### src/rtl/rom_req_arbiter_pkg.sv
`default_nettype none
// +----------------------------------------------------------------------+
// | Module      : rom_arb_pkg                                            |
// | Description : Shared types and widths for the tile-ROM request       |
// |               arbiter (state encoding, default ROM geometry).        |
// | Revision    : 1.0 - initial release                                  |
// +----------------------------------------------------------------------+
package rom_arb_pkg;

  // Arbiter states: SYNC re-aligns the ROM toggle after reset.
  typedef enum logic [1:0] {
    ST_SYNC = 2'd0,
    ST_IDLE = 2'd1,
    ST_WAIT = 2'd2
  } state_t;

  localparam int ROM_ADDR_W = 21;
  localparam int ROM_DATA_W = 32;

endpackage
`default_nettype wire

### src/rtl/rom_req_arbiter_if.sv
`default_nettype none
// +----------------------------------------------------------------------+
// | Module      : rom_req_arbiter_if                                     |
// | Description : Requester-side and ROM-side toggle handshake bundle.   |
// |               slave = arbiter view, master = environment view.       |
// | Revision    : 1.0 - initial release                                  |
// +----------------------------------------------------------------------+
interface rom_req_arbiter_if
  import rom_arb_pkg::*;
#(
  parameter int NUM_CH = 4,
  parameter int ADDR_W = ROM_ADDR_W,
  parameter int DATA_W = ROM_DATA_W
);

  logic [NUM_CH-1:0]        ch_req;
  logic [NUM_CH*ADDR_W-1:0] ch_addr;
  logic [NUM_CH-1:0]        ch_ack;
  logic [NUM_CH*DATA_W-1:0] ch_data;
  logic [ADDR_W-1:0]        mem_addr;
  logic                     mem_req;
  logic                     mem_ack;
  logic [DATA_W-1:0]        mem_data;
  logic                     busy;

  modport slave (
    input  ch_req, ch_addr, mem_ack, mem_data,
    output ch_ack, ch_data, mem_addr, mem_req, busy
  );

  modport master (
    output ch_req, ch_addr, mem_ack, mem_data,
    input  ch_ack, ch_data, mem_addr, mem_req, busy
  );

endinterface
`default_nettype wire

### src/rtl/rom_req_arbiter_pick.sv
`default_nettype none
// +----------------------------------------------------------------------+
// | Module      : rom_arb_pick                                           |
// | Description : Combinational selector. Scans the pending vector from  |
// |               'start' upwards (wrapping) and returns the first hit.  |
// | Revision    : 1.0 - initial release                                  |
// +----------------------------------------------------------------------+
module rom_arb_pick #(
  parameter int NUM_CH = 4,
  parameter int IDX_W  = 2
) (
  input  logic [NUM_CH-1:0] pending,
  input  logic [IDX_W-1:0]  start,
  output logic [IDX_W-1:0]  winner,
  output logic              any_valid
);

  int w_j;

  // First pending channel at or after 'start', wrapping modulo NUM_CH.
  always_comb begin
    winner    = '0;
    any_valid = 1'b0;
    w_j       = 0;
    for (int i = 0; i < NUM_CH; i++) begin
      w_j = int'(start) + i;
      if (w_j >= NUM_CH) begin
        w_j = w_j - NUM_CH;
      end
      if (!any_valid && pending[w_j[IDX_W-1:0]]) begin
        winner    = w_j[IDX_W-1:0];
        any_valid = 1'b1;
      end
    end
  end

endmodule
`default_nettype wire

### src/rtl/rom_req_arbiter.sv
`default_nettype none
// +----------------------------------------------------------------------+
// | Module      : rom_req_arbiter                                        |
// | Description : Shares one tile-ROM read port between NUM_CH toggle-   |
// |               handshake requesters; one outstanding read at a time.  |
// |               Build option ROM_ARB_RR_EN selects round-robin         |
// |               arbitration, otherwise fixed priority (ch0 highest).   |
// | Revision    : 1.0 - initial release                                  |
// +----------------------------------------------------------------------+
module rom_req_arbiter
  import rom_arb_pkg::*;
#(
  parameter int NUM_CH = 4,
  parameter int ADDR_W = ROM_ADDR_W,
  parameter int DATA_W = ROM_DATA_W
) (
  input  logic              clk,
  input  logic              reset,
  rom_req_arbiter_if.slave  bus
);

  localparam int IDX_W = (NUM_CH > 1) ? $clog2(NUM_CH) : 1;

  state_t                   r_state;
  state_t                   w_next;
  logic                     w_grant;
  logic                     w_done;

  logic [NUM_CH-1:0]        r_ch_ack;
  logic [NUM_CH*DATA_W-1:0] r_ch_data;
  logic [ADDR_W-1:0]        r_mem_addr;
  logic                     r_mem_req;
  logic                     r_busy;
  logic [IDX_W-1:0]         r_gnt;

  logic [NUM_CH-1:0]        w_pending;
  logic [IDX_W-1:0]         w_start;
  logic [IDX_W-1:0]         w_winner;
  logic                     w_any;
  logic                     w_mem_match;

  assign w_pending   = bus.ch_req ^ r_ch_ack;
  assign w_mem_match = (bus.mem_ack == r_mem_req);

`ifdef ROM_ARB_RR_EN
  logic [IDX_W-1:0] r_last_grant;

  // Search begins one past the most recent winner.
  assign w_start = (r_last_grant == IDX_W'(NUM_CH - 1)) ? '0 : r_last_grant + 1'b1;

  // Round-robin pointer follows each grant.
  always_ff @(posedge clk) begin
    if (reset) begin
      r_last_grant <= '0;
    end else if (w_grant) begin
      r_last_grant <= w_winner;
    end
  end
`else
  assign w_start = '0;
`endif

  rom_arb_pick #(
    .NUM_CH (NUM_CH),
    .IDX_W  (IDX_W)
  ) u_pick (
    .pending   (w_pending),
    .start     (w_start),
    .winner    (w_winner),
    .any_valid (w_any)
  );

  // State register.
  always_ff @(posedge clk) begin
    if (reset) begin
      r_state <= ST_SYNC;
    end else begin
      r_state <= w_next;
    end
  end

  // Next-state and grant/complete strobes; mem_ack is only looked at in SYNC and WAIT.
  always_comb begin
    w_next  = r_state;
    w_grant = 1'b0;
    w_done  = 1'b0;
    case (r_state)
      ST_SYNC: begin
        if (w_mem_match) begin
          w_next = ST_IDLE;
        end
      end
      ST_IDLE: begin
        if (w_any) begin
          w_next  = ST_WAIT;
          w_grant = 1'b1;
        end
      end
      ST_WAIT: begin
        if (w_mem_match) begin
          w_next = ST_IDLE;
          w_done = 1'b1;
        end
      end
      default: begin
        w_next = ST_SYNC;
      end
    endcase
  end

  // Datapath: latch address on grant, return word and close handshake on completion.
  always_ff @(posedge clk) begin
    if (reset) begin
      r_ch_ack   <= '0;
      r_ch_data  <= '0;
      r_mem_addr <= '0;
      r_mem_req  <= 1'b0;
      r_gnt      <= '0;
      r_busy     <= 1'b0;
    end else begin
      r_busy <= (w_next == ST_WAIT);
      if (w_grant) begin
        r_mem_addr <= bus.ch_addr[int'(w_winner)*ADDR_W +: ADDR_W];
        r_mem_req  <= ~r_mem_req;
        r_gnt      <= w_winner;
      end
      if (w_done) begin
        // Copying req (not toggling ack) folds any extra toggles into one request.
        r_ch_ack[r_gnt]                         <= bus.ch_req[r_gnt];
        r_ch_data[int'(r_gnt)*DATA_W +: DATA_W] <= bus.mem_data;
      end
    end
  end

  assign bus.ch_ack   = r_ch_ack;
  assign bus.ch_data  = r_ch_data;
  assign bus.mem_addr = r_mem_addr;
  assign bus.mem_req  = r_mem_req;
  assign bus.busy     = r_busy;

endmodule
`default_nettype wire

### src/flat_wrapper.sv
// flat-port wrapper written by rule: the top's interface ports become plain ports
module rom_req_arbiter_flat import rom_arb_pkg::*;
#(
  parameter int NUM_CH = 4,
  parameter int ADDR_W = ROM_ADDR_W,
  parameter int DATA_W = ROM_DATA_W
)
  (clk, reset, bus_ch_req, bus_ch_addr, bus_mem_ack, bus_mem_data, bus_ch_ack, bus_ch_data, bus_mem_addr, bus_mem_req, bus_busy);
  rom_req_arbiter_if #(.NUM_CH(NUM_CH), .ADDR_W(ADDR_W), .DATA_W(DATA_W)) bus_i ();
  input  logic clk;
  input  logic reset;
  input wire logic [$bits(bus_i.ch_req)-1:0] bus_ch_req;
  input wire logic [$bits(bus_i.ch_addr)-1:0] bus_ch_addr;
  input wire logic [$bits(bus_i.mem_ack)-1:0] bus_mem_ack;
  input wire logic [$bits(bus_i.mem_data)-1:0] bus_mem_data;
  output wire logic [$bits(bus_i.ch_ack)-1:0] bus_ch_ack;
  output wire logic [$bits(bus_i.ch_data)-1:0] bus_ch_data;
  output wire logic [$bits(bus_i.mem_addr)-1:0] bus_mem_addr;
  output wire logic [$bits(bus_i.mem_req)-1:0] bus_mem_req;
  output wire logic [$bits(bus_i.busy)-1:0] bus_busy;
  assign bus_i.ch_req = bus_ch_req;
  assign bus_i.ch_addr = bus_ch_addr;
  assign bus_i.mem_ack = bus_mem_ack;
  assign bus_i.mem_data = bus_mem_data;
  assign bus_ch_ack = bus_i.ch_ack;
  assign bus_ch_data = bus_i.ch_data;
  assign bus_mem_addr = bus_i.mem_addr;
  assign bus_mem_req = bus_i.mem_req;
  assign bus_busy = bus_i.busy;
  rom_req_arbiter #(.NUM_CH(NUM_CH), .ADDR_W(ADDR_W), .DATA_W(DATA_W)) u_core (.clk(clk), .reset(reset), .bus(bus_i));
endmodule
### config.mk
export PLATFORM = sky130hd
export DESIGN_NAME = rom_req_arbiter_flat
export DESIGN_NICKNAME = d
export VERILOG_FILES = /design/src/rtl/rom_req_arbiter_pkg.sv /design/src/rtl/rom_req_arbiter_if.sv /design/src/rtl/rom_req_arbiter_pick.sv /design/src/rtl/rom_req_arbiter.sv /design/src/flat_wrapper.sv
export SDC_FILE = /design/constraint.sdc
export NUM_CORES = 1
export LEC_CHECK = 0
export CORE_MARGIN = 1.5
export CORE_UTILIZATION = 46
export CTS_CLUSTER_SIZE = 8
export DETAILED_ROUTE_END_ITERATION = 16
export GPL_TIMING_DRIVEN = 0
export PLACE_DENSITY = 0.86
export SLEW_MARGIN = 15
export SYNTH_ARGS = -nofsm -noshare
export SYNTH_HDL_FRONTEND = slang
export SYNTH_SLANG_ARGS = --single-unit
### constraint.sdc
create_clock -name clk -period 2.9 [get_ports clk]
set_clock_uncertainty 0.05 [all_clocks]
set_input_delay 0.58 -clock clk [delete_from_list [all_inputs] [get_ports clk]]
set_output_delay 0.58 -clock clk [all_outputs]
set_load 0.01 [all_outputs]
## Yosys cells after proc, flatten, opt, wreduce, memory -nomap -nowiden

Cells that the tools add are included.
W data, S select, Z words.

- Bitwise logic cells: 2
- Multipliers: 1
- Shift operators: 3
- Multiplexer cells: 20
- $lt $le $gt $ge: 2
- Reductions and logical operators: 9
- Eq/ne operators: 4
- Add/subtract/negate cells: 1

Operator list:

| kind | count |
|---|---|
| $bwmux W128 | 1 |
| $shift A32 B33 Y128 const A | 1 |
| $shiftx A32 B33 Y128 | 1 |
| $shiftx A84 B32 Y21 | 1 |
| $neg A7 Y33 | 1 |
| $mux W1 | 11 |
| $mux W2 | 4 |
| $mul A2 B5 Y7 const B | 1 |
| $bwmux W4 | 1 |
| $eq A2 B2 Y1 const B | 2 |
| $logic_and A1 B1 Y1 | 4 |
| $pmux W2 S2 | 1 |
| $xor A4 B4 Y4 | 1 |
| $logic_not A1 Y1 | 3 |
| $lt A2 B3 Y1 const B | 1 |
| $bmux W1 S2 | 1 |
| $demux W1 S2 | 1 |
| $eq A2 B1 Y1 const B | 1 |
| $ge A2 B1 Y1 const B | 1 |
| $logic_not A2 Y1 | 1 |
| $reduce_or A2 Y1 | 1 |
| $eq A1 B1 Y1 | 1 |
| $not A1 Y1 | 1 |

- Logic and storage cells: 49
- Bits in registers: 159
- Bits of input ports: 123
- Output and inout bits: 155

## Longest topological paths before layout

- Depth in word-level cells: 14
- Gate-level depth with buffers: 8
- Mapped depth without buffers: 6

## Hierarchy

Synthesis repeated with hierarchy kept, for this count alone.

- Cell total of the unflattened synthesis: 743
- Area, all modules: 7089.3 µm²

By module, submodules not included:

| module | seq. area each (µm²) | cells each | times used | area an instance (µm²) |
|---|---|---|---|---|
| rom_req_arbiter | 3183.1 | 728 | 1 | 7011.7 |
| rom_arb_pick | 0.0 | 15 | 1 | 77.6 |

## Least setup slack after synthesis

Ideal clock, no wire load.

- Path type: reg2reg
- From: reg u_core.r_gnt[0]
- To: reg u_core.r_ch_data[78], in the netlist u_core.bus.ch_data[78]
- Path slack: 948 ps
- Stages on the path, launching flop included: 8
- Required time: 2779 ps
- Data arrival time: 1831 ps
- Path buffers: 1
- Clock period less this slack: 1952 ps
- Setup time: 71 ps
- Cells stage by stage: dfxtp_1 -> inv_1 -> ha_1 -> inv_1 -> nor3_1 -> clkbuf_1 -> nand3_1 -> a21oi_1

- Longest elaborated chain between the ends: 3
- Elaborated cells between the ends (all ways): 4
- Those cells by class: 1 x add/sub; 2 x shift; 1 x mux

RTL lines:

| item | RTL line | source |
|---|---|---|
| start, declared | rom_req_arbiter.sv:34 | `logic [IDX_W-1:0] r_gnt;` |
| start signal, assigned | rom_req_arbiter.sv:125 | `r_gnt <= w_winner;` |
| $neg A7 Y33 * | rom_req_arbiter.sv:130 | `r_ch_data[int'(r_gnt)*DATA_W +: DATA_W] <= bus.mem_data;` |
| $shiftx A32 B33 Y128 / $shift A32 B33 Y128 (equally long branches) | rom_req_arbiter.sv:130 |  |
| $bwmux W128 * | rom_req_arbiter.sv:130 |  |
| end signal, assigned by index | rom_req_arbiter.sv:130 |  |
| end, declared | rom_req_arbiter.sv:30 | `logic [NUM_CH*DATA_W-1:0] r_ch_data;` |

Mark *: on every way between the ends. The rest lies on a longest branch, timed or not.
A chain may end at the register's enable or synchronous reset.

## Worst setup path after layout

- From: reg u_core.r_gnt[0]
- To: reg u_core.r_ch_data[94], in the netlist u_core.bus.ch_data[94]

Same word-level chain as after synthesis.

==> results by group <==
STA
  – Ratio of final minimum period to clock period: 86.2%
  – # setup viols final: 0
  – Worst hold slack: 0.399 ns
  – Highest clock rate: about 400 MHz
  – Pins Over Slew Limit: 0
  – Setup tns final: 0 ns
  – Final Hold Vio Count: 0
  – RSZ-0062 raised after global routing: false
  – Final min period: between 2 and 2.5 ns
  – Max_slew headroom: a little over half
  – Tightest Pin Transition: 0.685 ns

Setup path
  – Crit-path max cell delay: 0.53 ns
  – Crit Path Max Fanout: 10
  – Critical Path RT: 3.20 ns
  – Crit-path cells: inv_1, ha_1, inv_1, nor3_1, clkbuf_1, nand3_1, a21oi_1
  – Most used cell along the critical path: inv_1
  – Startpoint types: flip-flop
  – WP data arrival: around 2.8 ns
  – Crit path capture type: flip-flop
  – WS Path Type: flip-flop to flip-flop
  – CP max stage cell: dfxtp_1

CTS
  – Postcts setup bufs: 0
  – # hold bufs at CTS: 0
  – Inserted Clock Buffers: 17
  – CTS Buffer Depth: 2
  – CTS resizes: 0
  – Worst skew pair latency: 0.42 ns
  – H-tree depth: 4
  – Clock input transition at the sequential cells of the worst setup and hold paths: around 0.070 ns
  – # clock sinks: around 160
  – CTS tree: done
  – CTS root buf: clkbuf_16

Status
  – Outcome: complete, no violations

Floorplan
  – Core box area: approximately 0.014 mm2
  – Die width: between 100 and 150 um
  – Die ar.: between 0.01 and 0.015 mm2
  – Row cnt: 43
  – IO Pins: between 200 and 300
  – Initial core utilization: ~47%
  – Die Y: 122 um

Synth
  – Register area share after synthesis: 49.0%
  – Synth cell types: 32
  – Cells after Synth: 812
  – Yosys warnings: 0
  – FF+latch count, synth: ~160
  – Mean Syn Cell Area: between 8 and 9 um2
  – Post-Syn Nets: about 940
  – Synth Cell Area: about 0.0065 mm2

Finish
  – # nets final: 1238
  – Non-filler cells, final: about 1300
  – Most common cell after layout, fill and taps aside: clkdlybuf4s50_1
  – Ant diodes: 0
  – Area Growth Syn to Fin: 54.7%
  – Util after Layout: between 70 and 80%
  – Final instance area: 0.0101 mm2
  – Most frequent cells in the layout: 277 x clkdlybuf4s50_1, 159 x dfxtp_1, 152 x nand2_1
  – Register area: ~0.0032 mm2
  – Multi-input gate area: slightly below 0.003 mm2
  – Layout cells sized above 1: between 4 and 5%
  – Fill cells: approximately 1100

Global routing
  – Routing usage on met3: about a tenth
  – Congestion Overflow GR: 0
  – Vias in the first global route: about 6800
  – M1 GR Usage: between 30% and 40%
  – M2 GR Usage: ~53%
  – GRT Max-Usage Layer: met2
  – First-pass GRT wire length: approximately 35000 um
  – Total track usage: 30.5%
  – Largest net degree at the start of global routing: 17
  – Initial antenna violation count: 0

Pwr
  – Leakage: 3.31 nW
  – VDD IR-drop max: 463 uV
  – Cell Pwr Density: 512 mW/mm2

Placed design
  – Placed cells: approximately 1300
  – PortBufs: 277
  – HPWL Detailed: about 17000 um
  – GPL Wtd Cong: roughly 0.86
  – Post-DP Area: roughly 0.0095 mm2

Worst hold path
  – Worst min-delay path class: flip-flop to flip-flop

Detailed routing
  – DR vias: approximately 7000
  – Detailed-route DRC error count: 0
  – DR WL/cell: between 15 and 20 um
  – Drt total wl: ~23000 um
  – ANT nets after route: 0
  – First drt pass iteration count: 5
  – Vias per cell: ~5.5
  – Initial DRC Count: 380

Flow run
  – Maxcap violations: 0
worst paths after layout:
kind                           from                endpoint  slack [ns]  depth (start not counted)
max                 u_core.r_gnt[0]  u_core.bus.ch_data[94]        0.40                          7
min          u_core.bus.ch_data[17]  u_core.bus.ch_data[17]        0.40                          2
max reg2reg         u_core.r_gnt[0]  u_core.bus.ch_data[94]        0.40                          7
min reg2reg  u_core.bus.ch_data[17]  u_core.bus.ch_data[17]        0.40                          2
Yosys cell counts:
master     count  area [um2]
a21oi_1      131         656
a221oi_1       2        17.5
and3_1         5        31.3
buf_1          4        15.0
buf_2         10        50.1
buf_6          2        22.5
clkbuf_1      58         218
dfxtp_1      159        3180
ha_1           7        87.6
inv_1         24        90.1
mux2i_1        3        30.0
mux4_2         1        22.5
nand2_1      152         571
nand2b_1       4        25.0
nand3_1      134         671
nand3b_1       1        7.51
nand4_1        1        6.26
nor2_1        10        37.5
nor2b_1        5        31.3
nor3_1         2        10.0
o211ai_1       1        7.51
o21ai_0       22         110
o22ai_1       21         131
o2bb2ai_1     20         175
o32ai_1       21         184
o41a_1         1        11.3
or2_4          1        8.76
or3_1          1        6.26
or4_1          1        7.51
xnor2_1        3        26.3
xnor2_2        1        16.3
xor2_1         4        35.0
layout make-up:
| cell class | instances | share of cell area (%) |
|---|---|---|
| repair buffers | 277 | 27.6 |
| inverters | 24 | 0.896 |
| flip-flops and latches | 159 | 31.7 |
| clock buffers | 19 | 4.50 |
| multi-input cells | 555 | 29.1 |
| clock inverters | 13 | 1.02 |
| plain buffers | 74 | 3.04 |
| well taps | 180 | 2.24 |
stage by stage:
step           total power, mW  setup slack [ns]
2_1_floorplan             2.66             0.948
3_3_place_gp              3.07             0.212
3_5_place_dp              3.07             0.220
4_1_cts                   5.16             0.404
5_1_grt                   5.31             0.145
6_report                  5.14             0.400
critical path: cells and delay by family, from the launching register on:
kind	cells	cell delay, ns
fa+ha+maj	1	0.36
simple gates	2	0.60
buf+inv	3	0.73
compound gates	1	0.17
flops	1	0.53
power breakdown:
part / switching (mW) / internal, mW / leakage (nW)
registers: 0.0368 / 2.24 / 1.28
logic: 0.396 / 0.364 / 1.75
clock network: 0.947 / 1.16 / 0.278
cells by family (layout without fill, tap and decap cells):
family          after synthesis  after routing  share of synthesized area, %
mux                           4              4                         0.808
compound gates              219            219                          19.9
flops                       159            159                          49.0
fa+ha+maj                     7              7                          1.35
xor+xnor                      8              8                          1.19
simple gates                317            317                          21.7
buf+inv                      98            407                          6.08
registers in the layout, indices dropped and copies added, names as in the netlist:
name                 flops
u_core.bus.ch_data     128
u_core.bus.mem_req       1
u_core.bus.mem_addr     21
u_core.bus.busy          1
u_core.r_state           2
u_core.r_gnt             2
u_core.bus.ch_ack        4
routing by layer:
metal / share of wire [%] / vias to the layer above
met5: 0 / -
met4: 2.0 / 0
met3: 9.7 / 49
met2: 49 / 319
met1: 39 / 3362
li1: - / 3435
Note: power is estimated with default switching activity, not from simulation.
